$ cat config.mk
export PLATFORM = sky130hd
export DESIGN_NAME = serial_word_assembler_flat
export DESIGN_NICKNAME = d
export VERILOG_FILES = /design/src/rtl/serial_asm_pkg.sv /design/src/rtl/serial_word_assembler_if.sv /design/src/rtl/word_out_slot.sv /design/src/rtl/serial_word_assembler.sv /design/src/flat_wrapper.sv
export SDC_FILE = /design/constraint.sdc
export NUM_CORES = 1
export LEC_CHECK = 0
export CAP_MARGIN = 25
export CORE_UTILIZATION = 45
export CTS_CLUSTER_SIZE = 8
export DETAILED_ROUTE_END_ITERATION = 7
export PLACE_DENSITY = 0.85
export SLEW_MARGIN = 20
export SYNTH_ARGS = -nofsm -noshare
export SYNTH_HDL_FRONTEND = slang
export SYNTH_SLANG_ARGS = --single-unit
$ cat constraint.sdc
create_clock -name clk -period 1.7 [get_ports clk]
set_input_delay 0.34 -clock clk [delete_from_list [all_inputs] [get_ports clk]]
set_output_delay 0.34 -clock clk [all_outputs]
set_load 0.02 [all_outputs]
$ cat src/rtl/serial_asm_pkg.sv
// Shared types and helpers for the serial word assembler.
// The fill counter must reach N inclusive, hence N+1 states.
package serial_asm_pkg;

  typedef enum logic [0:0] {
    StFill,
    StFull
  } asm_state_e;

  function automatic int unsigned fill_width(input int unsigned n);
    return $clog2(n + 1);
  endfunction

endpackage

$ cat src/rtl/serial_word_assembler_if.sv
// Serial-in / parallel-out handshake bundle for the serial word assembler.
// master = bit source and word sink; slave = the assembler.
interface serial_word_assembler_if #(
  parameter int unsigned N = 9
);

  logic         bit_in;
  logic         bit_valid;
  logic         bit_ready;
  logic         flush;
  logic [N-1:0] word_out;
  logic         word_valid;
  logic         word_ready;

  modport master (
    output bit_in, bit_valid, flush, word_ready,
    input  bit_ready, word_out, word_valid
  );

  modport slave (
    input  bit_in, bit_valid, flush, word_ready,
    output bit_ready, word_out, word_valid
  );

endinterface

$ cat src/rtl/word_out_slot.sv
// One-entry valid/ready output register slice.
// A load in the same cycle as a drain keeps the slot full with the new word.
module word_out_slot #(
  parameter int unsigned N = 9
) (
  input  logic         clk,
  input  logic         rst_n,
  input  logic         load_i,
  input  logic [N-1:0] data_i,
  input  logic         ready_i,
  output logic         valid_o,
  output logic [N-1:0] data_o,
  output logic         empty_or_draining_o
);

  logic         valid_q;
  logic [N-1:0] data_q;

  always_ff @(posedge clk) begin
    if (!rst_n) begin
      valid_q <= 1'b0;
      data_q  <= '0;
    end else if (load_i) begin
      valid_q <= 1'b1;
      data_q  <= data_i;
    end else if (ready_i) begin
      valid_q <= 1'b0;
    end
  end

  assign valid_o             = valid_q;
  assign data_o              = data_q;
  assign empty_or_draining_o = !valid_q || ready_i;

endmodule

$ cat src/rtl/serial_word_assembler.sv
// Bit-serial to N-bit parallel word assembler feeding the popcount stage.
// Shift register plus one output slot allows one word every N bits with no bubbles.
module serial_word_assembler
  import serial_asm_pkg::*;
#(
  parameter int unsigned N         = 9,
  parameter bit          LSB_FIRST = 1'b1,
  parameter int unsigned WCW       = 16
) (
  input  logic                       clk,
  input  logic                       rst_n,
  serial_word_assembler_if.slave     bus,
  output logic [fill_width(N)-1:0]   fill_level,
  output logic                       frag_drop,
  output logic [WCW-1:0]             word_cnt
);

  localparam int unsigned CW = fill_width(N);
  localparam logic [CW-1:0] FillLast = CW'(N - 1);
  localparam logic [CW-1:0] FillFull = CW'(N);

  asm_state_e     state_q, state_d;
  logic [N-1:0]   sr_q, sr_d;
  logic [CW-1:0]  fill_q, fill_d;
  logic           frag_q, frag_d;
  logic [WCW-1:0] cnt_q, cnt_d;
  logic           run_q;

  logic           bit_acc;
  logic [N-1:0]   shifted;
  logic           load;
  logic [N-1:0]   load_data;
  logic           slot_eod;

  word_out_slot #(
    .N (N)
  ) u_slot (
    .clk                 (clk),
    .rst_n               (rst_n),
    .load_i              (load),
    .data_i              (load_data),
    .ready_i             (bus.word_ready),
    .valid_o             (bus.word_valid),
    .data_o              (bus.word_out),
    .empty_or_draining_o (slot_eod)
  );

  // run_q keeps bit_ready low until the first cycle after reset release.
  assign bus.bit_ready = run_q && (state_q == StFill);
  assign bit_acc       = bus.bit_valid && bus.bit_ready;

  always_comb begin
    if (LSB_FIRST) begin
      shifted = {bus.bit_in, sr_q[N-1:1]};
    end else begin
      shifted = {sr_q[N-2:0], bus.bit_in};
    end
  end

  always_comb begin
    state_d   = state_q;
    sr_d      = sr_q;
    fill_d    = fill_q;
    frag_d    = 1'b0;
    load      = 1'b0;
    load_data = sr_q;
    unique case (state_q)
      StFill: begin
        if (bus.flush) begin
          fill_d = '0;
          frag_d = (fill_q != '0) || bit_acc;
        end else if (bit_acc) begin
          if (fill_q == FillLast) begin
            if (slot_eod) begin
              load      = 1'b1;
              load_data = shifted;
              fill_d    = '0;
            end else begin
              sr_d    = shifted;
              fill_d  = FillFull;
              state_d = StFull;
            end
          end else begin
            sr_d   = shifted;
            fill_d = fill_q + CW'(1);
          end
        end
      end
      StFull: begin
        if (slot_eod) begin
          load    = 1'b1;
          fill_d  = '0;
          state_d = StFill;
        end
      end
      default: state_d = StFill;
    endcase
  end

  assign cnt_d = (bus.word_valid && bus.word_ready) ? cnt_q + WCW'(1) : cnt_q;

  always_ff @(posedge clk) begin
    if (!rst_n) begin
      state_q <= StFill;
      sr_q    <= '0;
      fill_q  <= '0;
      frag_q  <= 1'b0;
      cnt_q   <= '0;
      run_q   <= 1'b0;
    end else begin
      state_q <= state_d;
      sr_q    <= sr_d;
      fill_q  <= fill_d;
      frag_q  <= frag_d;
      cnt_q   <= cnt_d;
      run_q   <= 1'b1;
    end
  end

  assign fill_level = fill_q;
  assign frag_drop  = frag_q;
  assign word_cnt   = cnt_q;

endmodule
$ cat src/flat_wrapper.sv
// flat-port wrapper written by rule: the top's interface ports become plain ports
module serial_word_assembler_flat import serial_asm_pkg::*;
#(
  parameter int unsigned N         = 9,
  parameter bit          LSB_FIRST = 1'b1,
  parameter int unsigned WCW       = 16
)
  (clk, rst_n, fill_level, frag_drop, word_cnt, bus_bit_in, bus_bit_valid, bus_flush, bus_word_ready, bus_bit_ready, bus_word_out, bus_word_valid);
  serial_word_assembler_if #(.N(N)) bus_i ();
  input  logic clk;
  input  logic rst_n;
  output logic [fill_width(N)-1:0] fill_level;
  output logic frag_drop;
  output logic [WCW-1:0] word_cnt;
  input wire logic [$bits(bus_i.bit_in)-1:0] bus_bit_in;
  input wire logic [$bits(bus_i.bit_valid)-1:0] bus_bit_valid;
  input wire logic [$bits(bus_i.flush)-1:0] bus_flush;
  input wire logic [$bits(bus_i.word_ready)-1:0] bus_word_ready;
  output wire logic [$bits(bus_i.bit_ready)-1:0] bus_bit_ready;
  output wire logic [$bits(bus_i.word_out)-1:0] bus_word_out;
  output wire logic [$bits(bus_i.word_valid)-1:0] bus_word_valid;
  assign bus_i.bit_in = bus_bit_in;
  assign bus_i.bit_valid = bus_bit_valid;
  assign bus_i.flush = bus_flush;
  assign bus_i.word_ready = bus_word_ready;
  assign bus_bit_ready = bus_i.bit_ready;
  assign bus_word_out = bus_i.word_out;
  assign bus_word_valid = bus_i.word_valid;
  serial_word_assembler #(.N(N), .LSB_FIRST(LSB_FIRST), .WCW(WCW)) u_core (.clk(clk), .rst_n(rst_n), .bus(bus_i), .fill_level(fill_level), .frag_drop(frag_drop), .word_cnt(word_cnt));
endmodule
==> metrics.md <==
| Metric | Value |
|---|---|
| Power per Cell Area | 644 nW/um^2 |
| Routed vias/inst | 5.63 |
| Crit-path max FO | 5 |
| Final #Nets | 301 |
| PortBufs | 37 |
| Ys Warns | 0 |
| Post-route DRC | 0 |
| Max clock buf depth | 2 |
| Async SR Flop Fraction | 0% |
| Final Max Tran Viols | 0 |
| FILL cells | 278 |
| CP arrival | 1940 ps |
| Endpoint type of the worst setup path | register |
| 1st-iter DRT viols | 201 |
| Worst slew pin tran | 334 ps |
| Multi-input gate area | 995 sq um |
| Final hold vios | 0 |
| Critical Path RT | 1940 ps |
| FMAX | 0.587 GHz |
| Fin Clk Skew | 10.3 ps |
| Number of hold buffers added after cts | 0 |
| Num CTS Buffers | 5 |
| CTS tree | yes |
| Vias in the first global route | 1769 |
| Final WL | 5050 um |
| Failing checks | negative setup slack |
| Worst Hold End | u_core.frag_drop |
| Global-route wire length before repair | 8100 um |
| Post-Syn Area | 1850 sq um |
| Fraction of layout cells with a size suffix above 1 | 23.9% |
| PnR worst setup slack | -2.85 ps |
| Sequential area share after synthesis | 45.5% |
| Total power draw | 1760 uW |
| Mapped Cells | 223 |
| Setup TNS | -2.85 ps |
| Register area | 861 sq um |
| VDD IR-drop max | 0.622 mV |
| Post-DRT Antenna Nets | 0 |
| Area delta synth->final | 47.6% |
| Rows | 22 |
| CTS H-tree lvls | 2 |
| CTS root buf | clkbuf_8 |
| Largest net degree at the start of global routing | 31 |
| Hold path depth | 3 |
| Antenna diodes | 0 |
| Post-synth EDFFs | 0 |
| Critical path type | reg2reg |
| R2R Path End | u_core.word_cnt[10] |
| RSZ-0062 raised after global routing | true |
| Commonest register cell after synthesis | dfxtp_1 |
| Setup Viol. Count Final | 1 |
| Reg2Reg Launch Point | u_core.word_cnt[1] |
| Dpl hpwl | 3480 um |
| GRT Overall Usage | 24.9% |
| Hold path startpoint | bus_flush |
| Via count | 1921 |
| Die W | 66.1 um |
| Tmin final | 1700 ps |
| Die area | 4370 sq um |
| Yosys cell types | 39 |
| Placed inst area | 2550 sq um |
| Die Y | 66.1 um |
| Core Area | 3800 sq um |
| Final hold slack | 406 ps |
| Post-route clock period utilization | 100% |
| Relative slew slack | 77.7% |
| R2r setup slk | -3 ps |
| Worst R2R Path Depth | 5 |
| Routed len/inst | 14.8 um |
| Clock latency on the worst-skew pair | 300 ps |
| Starting Density | 48.6% |
| Cell area after layout | 2730 sq um |
| Worst-path clk slew | 80 ps |
| Syn Nets | 232 |
| Initial antenna violation count | 0 |
| Post-Syn Area per Cell | 8.29 sq um |
| Leakage power | 0.00107 uW |
| Congestion Overflow GR | 0 |
| # Max-Cap Violations | 0 |
| Gp weighted congestion | 0.842 |
| DRT Pass-1 Iters | 5 |
| Synth Register Bits | 42 |
| CP Launch Type | register |
| Outcome | finished, violations left |
| Pre-CTS setup slack | -438 ps |
| CTS sink cnt | 42 |
| Min-delay worst type | in2reg |
| # IOs | 38 |
kinds of logic after synthesis:
logic type                 count (synthesis)  share of synthesized area (%)
DFF                                       42                           45.5
buffers and inverters                     21                           4.40
xor gates and xnor gates                   8                           3.79
adders and majority gates                  3                           2.03
and+or+nand+nor                           90                           25.5
muxes                                      1                          0.542
AOI/OAI and AO/OA                         58                           18.2
metrics by stage:
stage,cells,utilization [%]
detailed placement,332,67.2
global route,341,71.8
global placement,332,67.2
finish,341,71.8
floorplan,223,-
CTS,340,69.7
sequential cells by signal, summed over array words and instances, names as in the netlist:
| signal | count |
|---|---|
| u_core.sr_q | 9 |
| u_core.state_q | 1 |
| u_core.word_cnt | 16 |
| u_core.run_q | 1 |
| u_core.u_slot.data_o | 9 |
| u_core.fill_level | 4 |
| u_core.frag_drop | 1 |
| u_core.u_slot.valid_o | 1 |
cells in the final DEF, fill, tap and decap left out, types with 2 or more instances in the layout:
cell type and n:
a311oi_1 6, o21ai_0 14, nand3b_1 2, or3_1 8, dfxtp_2 7, o21ai_1 2
nor2_1 13, xnor2_1 4, a311oi_2 3, nand4_1 3, dlygate4sd2_1 5, clkbuf_8 6
dfxtp_1 32, buf_12 2, clkbuf_1 2, xor2_1 4, nor3_1 5, inv_1 8
a22oi_1 2, a21oi_1 26, dfxtp_4 3, dlymetal6s2s_1 7, buf_4 36, clkdlybuf4s50_1 25
nand2_1 29, nand3_1 14
worst max path at each step:
stage | start | end | slack, ps | cells past startpoint
final | u_core.word_cnt[1] | u_core.word_cnt[10] | -3 | 5
after global routing | u_core.word_cnt[1] | u_core.word_cnt[10] | -60 | 5
after CTS | u_core.fill_level[2] | fill_level[2] | 5 | 2
after detailed placement | bus_word_ready | u_core.word_cnt[13] | -440 | 5
after global placement | bus_word_ready | u_core.word_cnt[11] | -390 | 5
after floorplan | u_core.word_cnt[0] | u_core.word_cnt[14] | 2 | 5
cells in the mapped netlist (3+ instances only):
master,number,area share [%]
a311oi_1,9,4.3
xnor2_1,4,1.9
nor2_1,13,2.6
nand3_1,14,3.8
inv_1,8,1.6
dfxtp_1,42,45
clkbuf_1,10,2.0
nand2_1,29,5.9
or3_1,8,2.7
nand4_1,3,1.0
ha_1,3,2.0
nor3_1,5,1.4
o21ai_0,16,4.3
xor2_1,4,1.9
a21oi_1,27,7.3
layer usage:
metal	part of all wire [%]	wire [um]	up-vias	track usage, %
li1	-	-	929	-
met1	43	2190	911	31.5
met2	48	2450	70	38.6
met3	6.3	317	11	7.93
met4	1.9	97	0	10.6
met5	0	0	-	0
final cells by class:
| cell class | count | area share, % |
|---|---|---|
| multi-input combinational | 160 | 36.5 |
| sequential | 42 | 31.6 |
| timing repair buffer | 75 | 25.4 |
| clock buffer | 8 | 3.30 |
| tap | 48 | 2.20 |
| inverter | 8 | 1.10 |
report_power, final:
group          leakage (uW)  switching [uW]  total [uW]  internal [uW]
sequential         0.000345            2.77         985            982
clock             0.0000455             332         663            331
combinational      0.000675            56.0         108           51.8
critical path, stage by stage, from the launching register on:
cell     delay [ps]
dfxtp_4         390
ha_4            130
nand3_2          70
or4_4           560
or3_1           380
a21oi_1         120
timing repair:
action / in CTS / in global routing
pin swaps: 0 / 14
setup endpoints to repair: 15 / 19
gates resized for setup: 7 / 20
setup buffers: 0 / 1
Note: power is estimated with default switching activity, not from simulation.
